File: config.mk
export PLATFORM = sky130hd
export DESIGN_NAME = multicycle_ctrl_fsm
export DESIGN_NICKNAME = d
export VERILOG_FILES = /design/src/rtl/multicycle_ctrl_pkg.sv /design/src/rtl/multicycle_ctrl_fsm_cond_check.sv /design/src/rtl/multicycle_ctrl_fsm.sv
export SDC_FILE = /design/constraint.sdc
export NUM_CORES = 1
export LEC_CHECK = 0
export BUFFER_PORTS_ARGS = -buffer_cell sky130_fd_sc_hd__buf_2
export CAP_MARGIN = 40
export CORE_ASPECT_RATIO = 2
export CORE_MARGIN = 2
export CORE_UTILIZATION = 30
export DETAILED_ROUTE_END_ITERATION = 6
export PLACE_DENSITY = 0.62
export SLEW_MARGIN = 20
export SYNTH_ARGS = -nofsm -noshare
export SYNTH_HDL_FRONTEND = slang
export SYNTH_SLANG_ARGS = --single-unit
File: constraint.sdc
create_clock -name clk -period 4.7 [get_ports clk]
set_clock_uncertainty 0.15 [all_clocks]
set_input_delay 0.235 -clock clk [delete_from_list [all_inputs] [get_ports clk]]
set_output_delay 0.235 -clock clk [all_outputs]
set_load 0.005 [all_outputs]
File: src/rtl/multicycle_ctrl_pkg.sv
// Shared types and constants for the multicycle ARM control unit.
// Includes the per-state control table used by multicycle_ctrl_fsm.
package multicycle_ctrl_pkg;

  typedef enum logic [3:0] {
    S_FETCH  = 4'd0,
    S_DECODE = 4'd1,
    S_MEMADR = 4'd2,
    S_MEMRD  = 4'd3,
    S_MEMWB  = 4'd4,
    S_MEMWR  = 4'd5,
    S_EXECR  = 4'd6,
    S_EXECI  = 4'd7,
    S_ALUWB  = 4'd8,
    S_BRANCH = 4'd9,
    S_HALT   = 4'd10
  } state_e;

  localparam logic [1:0] ALU_ADD = 2'b00;
  localparam logic [1:0] ALU_SUB = 2'b01;
  localparam logic [1:0] ALU_AND = 2'b10;
  localparam logic [1:0] ALU_ORR = 2'b11;

  localparam logic [3:0] CMD_ADD = 4'b0100;
  localparam logic [3:0] CMD_SUB = 4'b0010;
  localparam logic [3:0] CMD_AND = 4'b0000;
  localparam logic [3:0] CMD_ORR = 4'b1100;

  localparam logic [1:0] RES_ALUOUT    = 2'b00;
  localparam logic [1:0] RES_DATA      = 2'b01;
  localparam logic [1:0] RES_ALURESULT = 2'b10;
  localparam logic [1:0] SRCA_RD1      = 2'b00;
  localparam logic [1:0] SRCA_PC       = 2'b01;
  localparam logic [1:0] SRCA_ALUOUT   = 2'b10;
  localparam logic [1:0] SRCB_RD2      = 2'b00;
  localparam logic [1:0] SRCB_IMM      = 2'b01;
  localparam logic [1:0] SRCB_FOUR     = 2'b10;

  localparam logic [3:0] COND_EQ = 4'b0000;
  localparam logic [3:0] COND_NE = 4'b0001;
  localparam logic [3:0] COND_CS = 4'b0010;
  localparam logic [3:0] COND_CC = 4'b0011;
  localparam logic [3:0] COND_MI = 4'b0100;
  localparam logic [3:0] COND_PL = 4'b0101;
  localparam logic [3:0] COND_VS = 4'b0110;
  localparam logic [3:0] COND_VC = 4'b0111;
  localparam logic [3:0] COND_HI = 4'b1000;
  localparam logic [3:0] COND_LS = 4'b1001;
  localparam logic [3:0] COND_GE = 4'b1010;
  localparam logic [3:0] COND_LT = 4'b1011;
  localparam logic [3:0] COND_GT = 4'b1100;
  localparam logic [3:0] COND_LE = 4'b1101;
  localparam logic [3:0] COND_AL = 4'b1110;

  typedef struct packed {
    logic       next_pc;
    logic       ir_w;
    logic       reg_w;
    logic       mem_w;
    logic       branch;
    logic       alu_op;
    logic       adr_src;
    logic [1:0] result_src;
    logic [1:0] src_a;
    logic [1:0] src_b;
  } ctrl_t;

  function automatic ctrl_t state_ctrl(input state_e s);
    ctrl_t c;
    c = '0;
    case (s)
      S_FETCH:  begin c.next_pc = 1'b1; c.ir_w = 1'b1; c.src_a = SRCA_PC;
                      c.src_b = SRCB_FOUR; c.result_src = RES_ALURESULT; end
      S_DECODE: begin c.src_a = SRCA_PC; c.src_b = SRCB_FOUR; c.result_src = RES_ALURESULT; end
      S_MEMADR: begin c.src_a = SRCA_RD1; c.src_b = SRCB_IMM; end
      S_MEMRD:  begin c.adr_src = 1'b1; c.result_src = RES_ALUOUT; end
      S_MEMWB:  begin c.result_src = RES_DATA; c.reg_w = 1'b1; end
      S_MEMWR:  begin c.adr_src = 1'b1; c.mem_w = 1'b1; end
      S_EXECR:  begin c.src_a = SRCA_RD1; c.src_b = SRCB_RD2; c.alu_op = 1'b1; end
      S_EXECI:  begin c.src_a = SRCA_RD1; c.src_b = SRCB_IMM; c.alu_op = 1'b1; end
      S_ALUWB:  begin c.result_src = RES_ALUOUT; c.reg_w = 1'b1; end
      S_BRANCH: begin c.src_a = SRCA_ALUOUT; c.src_b = SRCB_IMM;
                      c.result_src = RES_ALURESULT; c.branch = 1'b1; end
      default:  c = '0;
    endcase
    return c;
  endfunction

endpackage

File: src/rtl/multicycle_ctrl_fsm_cond_check.sv
// Combinational ARM condition-field evaluation against the NZCV flags.
module cond_check
  import multicycle_ctrl_pkg::*;
(
  input  logic [3:0] cond,
  input  logic [3:0] nzcv,
  output logic       cond_ex
);

  logic n, z, c, v;

  always_comb begin
    {n, z, c, v} = nzcv;
    case (cond)
      COND_EQ: cond_ex = z;
      COND_NE: cond_ex = ~z;
      COND_CS: cond_ex = c;
      COND_CC: cond_ex = ~c;
      COND_MI: cond_ex = n;
      COND_PL: cond_ex = ~n;
      COND_VS: cond_ex = v;
      COND_VC: cond_ex = ~v;
      COND_HI: cond_ex = c & ~z;
      COND_LS: cond_ex = ~c | z;
      COND_GE: cond_ex = (n == v);
      COND_LT: cond_ex = (n != v);
      COND_GT: cond_ex = ~z & (n == v);
      COND_LE: cond_ex = z | (n != v);
      COND_AL: cond_ex = 1'b1;
      default: cond_ex = 1'b0;
    endcase
  end

endmodule

File: src/rtl/multicycle_ctrl_fsm.sv
// Multicycle ARM control unit: main FSM, NZCV register, predicated strobes.
// Define ILLEGAL_TRAP_EN to trap Op=11 / unsupported DP commands into HALT.
module multicycle_ctrl_fsm
  import multicycle_ctrl_pkg::*;
#(
  parameter logic [3:0] FLAG_RESET = 4'b0000
) (
  input  logic       clk,
  input  logic       reset,
  input  logic [3:0] Cond,
  input  logic [1:0] Op,
  input  logic [5:0] Funct,
  input  logic [3:0] Rd,
  input  logic [3:0] ALUFlags,
  output logic       PCWrite,
  output logic       IRWrite,
  output logic       RegWrite,
  output logic       MemWrite,
  output logic       AdrSrc,
  output logic [1:0] ResultSrc,
  output logic [1:0] ALUSrcA,
  output logic [1:0] ALUSrcB,
  output logic [1:0] ALUControl,
  output logic [1:0] ImmSrc,
  output logic [1:0] RegSrc,
  output logic [3:0] Flags,
  output logic       Illegal
);

  typedef struct packed {
    logic       pc_w;
    logic       ir_w;
    logic       reg_w;
    logic       mem_w;
    logic       adr_src;
    logic [1:0] result_src;
    logic [1:0] src_a;
    logic [1:0] src_b;
    logic [1:0] alu_ctrl;
  } out_t;

  localparam out_t OUT_FETCH = '{pc_w: 1'b1, ir_w: 1'b1, reg_w: 1'b0, mem_w: 1'b0,
                                 adr_src: 1'b0, result_src: RES_ALURESULT, src_a: SRCA_PC,
                                 src_b: SRCB_FOUR, alu_ctrl: ALU_ADD};

  state_e     state_q, state_d;
  logic [3:0] flags_q, flags_d;
  logic       cond_ex_q, cond_ex_d;
  logic       illegal_q, illegal_d;
  out_t       out_q, out_d;
  ctrl_t      ctrl_s;
  logic       cond_ex_s;
  logic [3:0] cmd_s;
  logic       flag_w_nz_s, flag_w_cv_s;

  assign cmd_s       = Funct[4:1];
  assign flag_w_nz_s = Funct[0];
  assign flag_w_cv_s = Funct[0] & ((cmd_s == CMD_ADD) | (cmd_s == CMD_SUB));

  cond_check u_cond_check (
    .cond    (Cond),
    .nzcv    (flags_q),
    .cond_ex (cond_ex_s)
  );

`ifdef ILLEGAL_TRAP_EN
  logic illegal_op_s;
  assign illegal_op_s = (Op == 2'b11) |
                        ((Op == 2'b00) & (cmd_s != CMD_ADD) & (cmd_s != CMD_SUB) &
                         (cmd_s != CMD_AND) & (cmd_s != CMD_ORR));
`endif

  always_comb begin
    state_d   = state_q;
    flags_d   = flags_q;
    cond_ex_d = cond_ex_q;
    illegal_d = illegal_q;
    case (state_q)
      S_FETCH:  state_d = S_DECODE;
      S_DECODE: begin
        cond_ex_d = cond_ex_s;
        case (Op)
          2'b00:   state_d = Funct[5] ? S_EXECI : S_EXECR;
          2'b01:   state_d = S_MEMADR;
          2'b10:   state_d = S_BRANCH;
          default: state_d = S_FETCH;
        endcase
`ifdef ILLEGAL_TRAP_EN
        if (illegal_op_s) begin
          state_d   = S_HALT;
          illegal_d = 1'b1;
        end else begin
          illegal_d = illegal_q;
        end
`endif
      end
      S_MEMADR: state_d = Funct[0] ? S_MEMRD : S_MEMWR;
      S_MEMRD:  state_d = S_MEMWB;
      S_EXECR, S_EXECI: begin
        state_d = S_ALUWB;
        // Flags latch only on the EXEC edge, predicated by the DECODE-time condition
        if (flag_w_nz_s && cond_ex_q) flags_d[3:2] = ALUFlags[3:2];
        else                          flags_d[3:2] = flags_q[3:2];
        if (flag_w_cv_s && cond_ex_q) flags_d[1:0] = ALUFlags[1:0];
        else                          flags_d[1:0] = flags_q[1:0];
      end
`ifdef ILLEGAL_TRAP_EN
      S_HALT:   state_d = S_HALT;
`endif
      default:  state_d = S_FETCH;
    endcase
  end

  // Outputs are registered: decode the control word of the state being entered.
  always_comb begin
    ctrl_s           = state_ctrl(state_d);
    out_d            = '0;
    out_d.ir_w       = ctrl_s.ir_w;
    out_d.adr_src    = ctrl_s.adr_src;
    out_d.result_src = ctrl_s.result_src;
    out_d.src_a      = ctrl_s.src_a;
    out_d.src_b      = ctrl_s.src_b;
    if (ctrl_s.alu_op) begin
      case (cmd_s)
        CMD_ADD: out_d.alu_ctrl = ALU_ADD;
        CMD_SUB: out_d.alu_ctrl = ALU_SUB;
        CMD_AND: out_d.alu_ctrl = ALU_AND;
        CMD_ORR: out_d.alu_ctrl = ALU_ORR;
        default: out_d.alu_ctrl = ALU_ADD;
      endcase
    end else begin
      out_d.alu_ctrl = ALU_ADD;
    end
    out_d.reg_w = ctrl_s.reg_w & cond_ex_d;
    out_d.mem_w = ctrl_s.mem_w & cond_ex_d;
    out_d.pc_w  = ctrl_s.next_pc |
                  (cond_ex_d & (ctrl_s.branch | (ctrl_s.reg_w & (Rd == 4'd15))));
  end

  always_ff @(posedge clk) begin
    if (reset) begin
      state_q   <= S_FETCH;
      flags_q   <= FLAG_RESET;
      cond_ex_q <= 1'b0;
      illegal_q <= 1'b0;
      out_q     <= OUT_FETCH;
    end else begin
      state_q   <= state_d;
      flags_q   <= flags_d;
      cond_ex_q <= cond_ex_d;
      illegal_q <= illegal_d;
      out_q     <= out_d;
    end
  end

  // Strobes are masked while reset is asserted so no write escapes a reset.
  assign PCWrite    = out_q.pc_w  & ~reset;
  assign IRWrite    = out_q.ir_w  & ~reset;
  assign RegWrite   = out_q.reg_w & ~reset;
  assign MemWrite   = out_q.mem_w & ~reset;
  assign AdrSrc     = out_q.adr_src;
  assign ResultSrc  = out_q.result_src;
  assign ALUSrcA    = out_q.src_a;
  assign ALUSrcB    = out_q.src_b;
  assign ALUControl = out_q.alu_ctrl;
  assign ImmSrc     = Op;
  assign RegSrc     = {Op == 2'b01, Op == 2'b10};
  assign Flags      = flags_q;
  assign Illegal    = illegal_q;

endmodule

After elaboration in Yosys (flattened, before gate mapping)
Cells that the tools add are included.
- register bits after elaboration: 22
- input bits: 22
- output and inout bits: 22
- word-level logic and storage cells: 103
- equal/unequal tests: 36
- mux-type cells: 15
- bitwise operators: 22
- reduce and logical (&&, ||, !) cells: 17
- operator list (operator ; number):
    equality test 4 x 3 -> 1 bit, second input constant ; 11
    equality test 4 bit, second input constant ; 11
    equality test 4 x 2 -> 1 bit, second input constant ; 7
    case mux 4 bit (3 select lines) ; 2
    case mux 4 bit (5 select lines) ; 1
    logical NOT 4 bit ; 4
    case mux 1 bit (15 select lines) ; 1
    OR reduction 2 bit ; 7
    equality test 4 x 1 -> 1 bit, second input constant ; 3
    bitwise AND 1 bit ; 11
    two-way mux 1 bit ; 7
    inverter 1 bit ; 6
    case mux 2 bit (3 select lines) ; 1
    bitwise OR 1 bit ; 5
    case mux 2 bit (2 select lines) ; 1
    AND reduction 2 bit ; 2
    two-way mux 3 bit ; 1
    OR reduction 3 bit ; 1
    equality test 2 x 1 -> 1 bit, second input constant ; 1
    equality test 2 bit, second input constant ; 1
    logical AND 1 bit ; 2
    logical NOT 2 bit ; 1
    two-way mux 2 bit ; 1
    equality test 1 bit ; 1
    != test 1 bit ; 1

Logic depth before layout (Yosys ltp)
Gate-level depths: netlist of run 1.
- depth after elaboration: 10
- gate-level depth with buffers: 6
- depth with buffers taken out: 5

By module
From an unflattened synthesis of run 1, not the netlist that was laid out.
- cell total of the unflattened synthesis: 140
- area, all modules: 1192.4 um^2
- by module, submodules not included (module ; times used ; cells an instance ; area an instance (um^2) ; seq. area each (um^2)):
    multicycle_ctrl_fsm ; 1 ; 112 ; 998.5 ; 420.4
    cond_check ; 1 ; 28 ; 193.9 ; 0.0

Least setup slack after synthesis of run 1
OpenSTA, ideal clock, no wires.
- path type: register to register
- start point: register state_q[1]
- end point: register out_q, in the netlist ResultSrc[1]
- library setup time: 57 ps
- arrival time: 1643 ps
- data required time: 4493 ps
- path slack: 2850 ps
- stages on the path, launching flop included: 5
- path buffers: 1
- clock period less this slack: 1850 ps
- cell sequence: dfxtp_1 > buf_6 > or4b_4 > or3b_2 > or2b_1
- cells in the longest elaborated chain, start to end: 6
- elaborated cells between the ends (all ways): 14
- classes of those cells: eq/ne: 8; mux: 2; reduce/logical: 4
- RTL lines (what ; RTL line ; text):
    from (decl) ; multicycle_ctrl_fsm.sv:46 ; state_e state_q, state_d;
    from (signal assigned) ; multicycle_ctrl_fsm.sv:148 ; state_q <= state_d;
    equality test 4 x 3 -> 1 bit ; multicycle_ctrl_fsm.sv:78 ; case (state_q)
    OR reduction 2 bit ; multicycle_ctrl_fsm.sv:78 ;
    case mux 4 bit (5 select lines) (*) ; multicycle_ctrl_fsm.sv:78 ;
    equality test 4 bit (tied with other cells) ; multicycle_ctrl_pkg.sv:71 ; case (s)
    OR reduction 3 bit (no source line) ; - ;
    case mux 2 bit (2 select lines) (*) ; multicycle_ctrl_pkg.sv:71 ;
    to (signal assigned) ; multicycle_ctrl_fsm.sv:152 ; out_q <= out_d;
    to (decl) ; multicycle_ctrl_fsm.sv:50 ; out_t out_q, out_d;
Every way passes the cells marked *; elsewhere a longest branch is shown, timed or not.
A chain may end at the register's enable or synchronous reset.

Worst setup path after layout of run 1
- start point: register state_q[2]
- end point: register flags_q[1], in the netlist Flags[1]
- cells in the longest elaborated chain, start to end: 3
- elaborated cells between the ends (all ways): 4
- classes of those cells: eq/ne: 2; reduce/logical: 2
- RTL lines (what ; RTL line ; text):
    equality test 4 x 3 -> 1 bit ; multicycle_ctrl_fsm.sv:78 ;
    OR reduction 2 bit (*) ; multicycle_ctrl_fsm.sv:78 ;
    AND reduction 2 bit (no source line) (*) ; - ;
    to (signal assigned) ; multicycle_ctrl_fsm.sv:149 ; flags_q <= flags_d;
    to (decl) ; multicycle_ctrl_fsm.sv:47 ; logic [3:0] flags_q, flags_d;
Marked as above.

==> results.toml, run 1 <==
[critical_path]
r2r_start = "state_q[2]$_SDFF_PP0_"
worst_setup_path_start_kind = "flip-flop"
r2r_end = "Flags[1]$_SDFFE_PP0P_"
criticalPathCategory = "flip-flop to flip-flop"
crit_path_start = "state_q[2]$_SDFF_PP0_"
r2r_slack_ps = 2670
critPathCapture = "Flags[1]$_SDFFE_PP0P_"
slowest_delay_ps = 500
crit_arrival_ps = 2020
critPathRequiredTime_ps = 4690
worstSetupPathDepth = 5
cp_max_fo = 9
cp_slowest_cell = "nor4b_1"
cp_top_family = "simple AND/OR/NAND/NOR gates"
reg2reg_depth = 5
critical_path_buf_inv_count = 0
end_kind = "flip-flop"
path_cells = "and3b_1, and3_2, nor4b_1, mux2i_1, nor2_1"

[timing]
finalCriticalPeriod_ps = 2030
tns_ps = 0
setup_viol = 0
rsz0062_at_grt = "false"
timing.final.crit_share_pct = 43.1
hold_viol = 0
finalMaxSlewViolations = 0
slew_headroom_pct = 61.2
worst_pin_slew_ps = 574
fmax_mhz = 494

[global_route]
grt_max_degree = 18
grt_overflow = 0
gr-usage-all-layers_pct = 13.0
first_global_vias = 1035
grt_pass1_wl_um = 4670
antenna_found_initial = 0

[yosys]
syn-mean-instance-area_um2 = 8.60
synth-async-reset-ratio_pct = 0
syn_inst = 140
yosysSeqAreaShare_pct = 34.9
synth_area_um2 = 1200
synthFlopType = "dfxtp_1"
synth_nets = 162
synth_warnings = 0
synth_seq_cells = 21
synth-edff-count = 0
synth_cell_types = 43

[placement]
portBuffers = 42
place_inst = 217
gp_congestion = 0.766
dpl-instance-area_um2 = 1370
hpwl_um = 2250

[floorplanning]
die-area_um2 = 4570
ios = 44
start_util_pct = 31.3
die_w_um = 48.8
coreArea_um2 = 3840
row_count = 32
die_h_um = 93.6

[clock_tree]
cts_buffer_depth = 2
clkTransAtPathRegs_ps = 70
cts_buffers = 3
tritoncts = "done"
cts_resized = 0
cts.sinks = 21
clock_latency_ps = 250
cts_root_buffer = "clkbuf_8"
h-tree-depth = 1
post_cts_buffers = 0
cts_hold_buf = 0

[routing]
drt_pass1_iterations = 4
ant_nets = 0
vias = 1034
wl_um = 2810
drc = 0
routedWlPerCell_um = 12.7
drt_iter0_drc = 10
routed_via_density = 4.68

[cells_and_area]
area_growth_pct = 17.4
n_antenna_cell = 0
final_common_cell = "buf_2"
final_nets = 193
final_cell_mix = "buf_2 (42), dfxtp_1 (21), nor2_1 (17)"
fin_cells = 221
final_area_um2 = 1410
layout-drive-gt1-share_pct = 32.9

[worst_hold_path]
hold_path.class = "input port to flip-flop"

[outcome]
status = "finished clean"

[flow_run]
maxCapViolCount = 0

[power]
p_leak_uw = 0.000630
ir_drop_uv = 188
power_density_nw_per_um2 = 268
==> worst min-delay path by stage <==
stage,start,to,cells after the start
floorplan,Funct[2],ALUControl[1]$_SDFF_PP0_,1
global placement,Funct[0],out_q[9]$_SDFF_PP0_,2
global route,Funct[2],ALUControl[1]$_SDFF_PP0_,2
finish,Funct[0],out_q[9]$_SDFF_PP0_,2
CTS,Funct[0],out_q[9]$_SDFF_PP0_,2
detailed placement,Funct[0],out_q[9]$_SDFF_PP0_,2
==> stage by stage <==
step	util, %	power, µW	worst slack [ps]	hold WS (ps)
floorplan	-	247	2850	155
global placement	35.6	269	2720	306
detailed placement	35.6	268	2690	306
CTS	36.8	383	2670	35.5
global route	36.8	401	2550	36.4
finish	36.8	379	2670	40.4
==> kinds of logic after synthesis <==
group                  count (synthesis)  synth area share (%)
buffers and inverters                 19                  10.1
XOR/XNOR                               5                  3.64
flip-flops                            21                  34.9
AO/OA/AOI/OAI                         29                  17.3
multiplexers                           5                  4.16
AND/OR/NAND/NOR                       60                  29.6
other                                  1                 0.312
==> power by group <==
part / switching (µW) / total, µW / internal [µW]
clock network: 54.2 / 114 / 60.2
logic: 38.9 / 72.2 / 33.3
registers: 6.20 / 193 / 186
==> registers in the layout (all words and copies together), names as in the netlist <==
signal      flops
out_q           4
state_q         4
AdrSrc          1
ResultSrc       2
ALUControl      2
ALUSrcB         1
cond_ex_q       1
ALUSrcA         2
Flags           4
==> layout make-up <==
cell class | instances | area (µm²)
clock buffer | 4 | 45.0
fill | 454 | 2430
inverter | 3 | 11.3
multi-input combinational | 100 | 662
sequential | 21 | 420
tap | 51 | 63.8
timing repair buffer | 42 | 210
==> per-layer routing <==
layer  global-route usage [%]  wire [µm]  part of all wire [%]  vias up
met5                        0          0                     0        -
met1                     13.3       1060                    38      462
met3                     1.60         99                   3.5        4
li1                         -          -                     -      540
met2                     26.7       1630                    58       28
met4                     2.86         24                  0.85        0
==> synth_stat cells (all sizes together) (2+ instances only) <==
cell type	count	share of area (%)
nor2b	10	5.2
o21ai	7	2.9
dfxtp	21	35
clkbuf	2	0.62
xor2	3	2.2
nor2	17	5.3
nand3	4	1.7
buf	14	8.5
xnor2	2	1.5
a22oi	2	1.2
nand3b	3	2.2
and3	3	1.9
o32ai	2	3.0
nor3b	4	2.5
mux2i	5	4.2
nand2	5	1.6
or3b	2	1.5
inv	3	0.94
nor3	2	1.2
o31ai	2	1.2
a211oi	3	1.9
nand2b	2	1.0
a21oi	8	3.3
Note: power is estimated with default switching activity, not from simulation.
==> run 2, diff against run 1 <==
==> constraint.sdc (replaced) <==
create_clock -name clk -period 2.01 [get_ports clk]
set_clock_uncertainty 0.15 [all_clocks]
set_input_delay 0.1005 -clock clk [delete_from_list [all_inputs] [get_ports clk]]
set_output_delay 0.1005 -clock clk [all_outputs]
set_load 0.005 [all_outputs]
==> run 2 against run 1 <==
Net effect:
- via count grew 8.6%
- fmax up 6.1%
- cell area up 7.6%
- critical path type unchanged
==> results.toml, run 2 (synthesis gave the netlist of run 1 again) <==
[outcome]
status = "finished clean"

[critical_path]
reg2reg_depth = 5
crit_arrival_ps = 1950
r2r_start = "state_q[1]$_SDFF_PP0_"
critPathRequiredTime_ps = 2050
r2r_end = "ALUControl[1]$_SDFF_PP0_"
r2r_slack_ps = 100
cp_max_fo = 6
worst_setup_path_start_kind = "flip-flop"
end_kind = "flip-flop"
criticalPathCategory = "flip-flop to flip-flop"

[global_route]
grt_max_degree = 18
gr-usage-all-layers_pct = 14.2
antenna_found_initial = 0
grt_overflow = 0
first_global_vias = 1088
grt_pass1_wl_um = 4950

[timing]
hold_viol = 0
finalCriticalPeriod_ps = 1910
fmax_mhz = 523
timing.final.crit_share_pct = 95.0
finalMaxSlewViolations = 0
hold_ws_ps = 52.4
rsz0062_at_grt = "false"
tns_ps = 0
setup_viol = 0

[cells_and_area]
fin_cells = 232
area_growth_pct = 26.3
final_common_cell = "buf_2"
post-route-util_pct = 39.6
final_area_um2 = 1520
fillCellCount = 428
final_nets = 204
n_antenna_cell = 0
layout-drive-gt1-share_pct = 34.3
final_cell_mix = "buf_2 (42), dfxtp_1 (20), nor2_1 (17)"

[floorplanning]
die_h_um = 93.6
coreArea_um2 = 3840
row_count = 32
die-area_um2 = 4570
start_util_pct = 31.3
ios = 44
die_w_um = 48.8

[clock_tree]
cts_buffer_depth = 2
tritoncts = "done"
cts_root_buffer = "clkbuf_8"
clkTransAtPathRegs_ps = 80
clock_latency_ps = 260
post_cts_buffers = 0
cts_buffers = 3
h-tree-depth = 1
cts.sinks = 21

[worst_hold_path]
hold_end = "state_q[1]$_SDFF_PP0_"
min_path_cells = 2
worstHoldStart = "reset"
hold_path.class = "input port to flip-flop"

[placement]
hpwl_um = 2350
portBuffers = 42
dpl-instance-area_um2 = 1400
place_inst = 221
gp_congestion = 0.811

[routing]
drt_pass1_iterations = 3
vias = 1123
drc = 0
wl_um = 3070
drt_iter0_drc = 24
routedWlPerCell_um = 13.2
ant_nets = 0
routed_via_density = 4.84

[power]
ir_drop_uv = 423
power_density_nw_per_um2 = 604
p_leak_uw = 0.000685

[flow_run]
maxCapViolCount = 0
==> run 2: cell count changes in the layout (fill, tap and decap cells not counted) <==
cell / previous run / this run
a2111oi_0: 1 / 0
a2111oi_1: 0 / 1
buf_4: 0 / 4
dfxtp_1: 21 / 20
dfxtp_2: 0 / 1
dlygate4sd3_1: 0 / 7
nor3_1: 1 / 0
nor3_2: 1 / 2
==> run 2: worst max-delay path: stages, from the launching register on <==
cell,delay [ps]
dfxtp_1,350
or4b_4,610
o32ai_4,290
and2_4,200
nand3b_2,90
nor3_2,140
==> run 2: power by group <==
| group | internal, µW | leakage (µW) | switching [µW] |
|---|---|---|---|
| clock network | 141 | 0.0000228 | 138 |
| logic | 90.4 | 0.000491 | 99.2 |
| registers | 436 | 0.000171 | 12.9 |
| total | 668 | 0.000685 | 250 |
==> run 2: metal layers <==
metal / share of wire [%] / global-route usage [%] / vias up
li1: - / - / 562
met1: 36 / 12.4 / 525
met2: 57 / 29.2 / 30
met3: 3.9 / 2.08 / 6
met4: 2.4 / 7.62 / 0
met5: 0 / 0 / -
==> run 2: stage by stage <==
stage | power (µW) | setup slack, ps
final | 918 | 99.5
after global routing | 972 | 1.53
after CTS | 923 | 70.5
after detailed placement | 634 | 98.8
after global placement | 634 | 110
after floorplan | 578 | 160
==> run 2: worst max-delay path by stage <==
stage / startpoint / endpoint / slack, ps / depth (start not counted)
floorplan: state_q[1]$_SDFF_PP0_ / ResultSrc[1]$_SDFF_PP1_ / 160 / 4
global placement: state_q[0]$_SDFF_PP0_ / ALUControl[1]$_SDFF_PP0_ / 110 / 5
detailed placement: state_q[0]$_SDFF_PP0_ / ALUControl[1]$_SDFF_PP0_ / 100 / 5
CTS: state_q[0]$_SDFF_PP0_ / ALUControl[1]$_SDFF_PP0_ / 70 / 5
global route: state_q[3]$_SDFF_PP0_ / ALUControl[1]$_SDFF_PP0_ / 2 / 5
finish: state_q[1]$_SDFF_PP0_ / ALUControl[1]$_SDFF_PP0_ / 100 / 5
==> run 2: layout make-up <==
class	instances	area (µm²)	share of cell area, %
inverter	3	11.3	0.741
tap	51	63.8	4.20
sequential	21	422	27.7
multi-input combinational	100	668	44.0
timing repair buffer	53	310	20.4
clock buffer	4	45.0	2.96
==> run 2: timing repair <==
item | CTS | global route
gates resized for setup | 0 | 3
setup endpoints to repair | 0 | 3
endpoints found under the hold margin | 7 | 0
hold buffers | 7 | 0
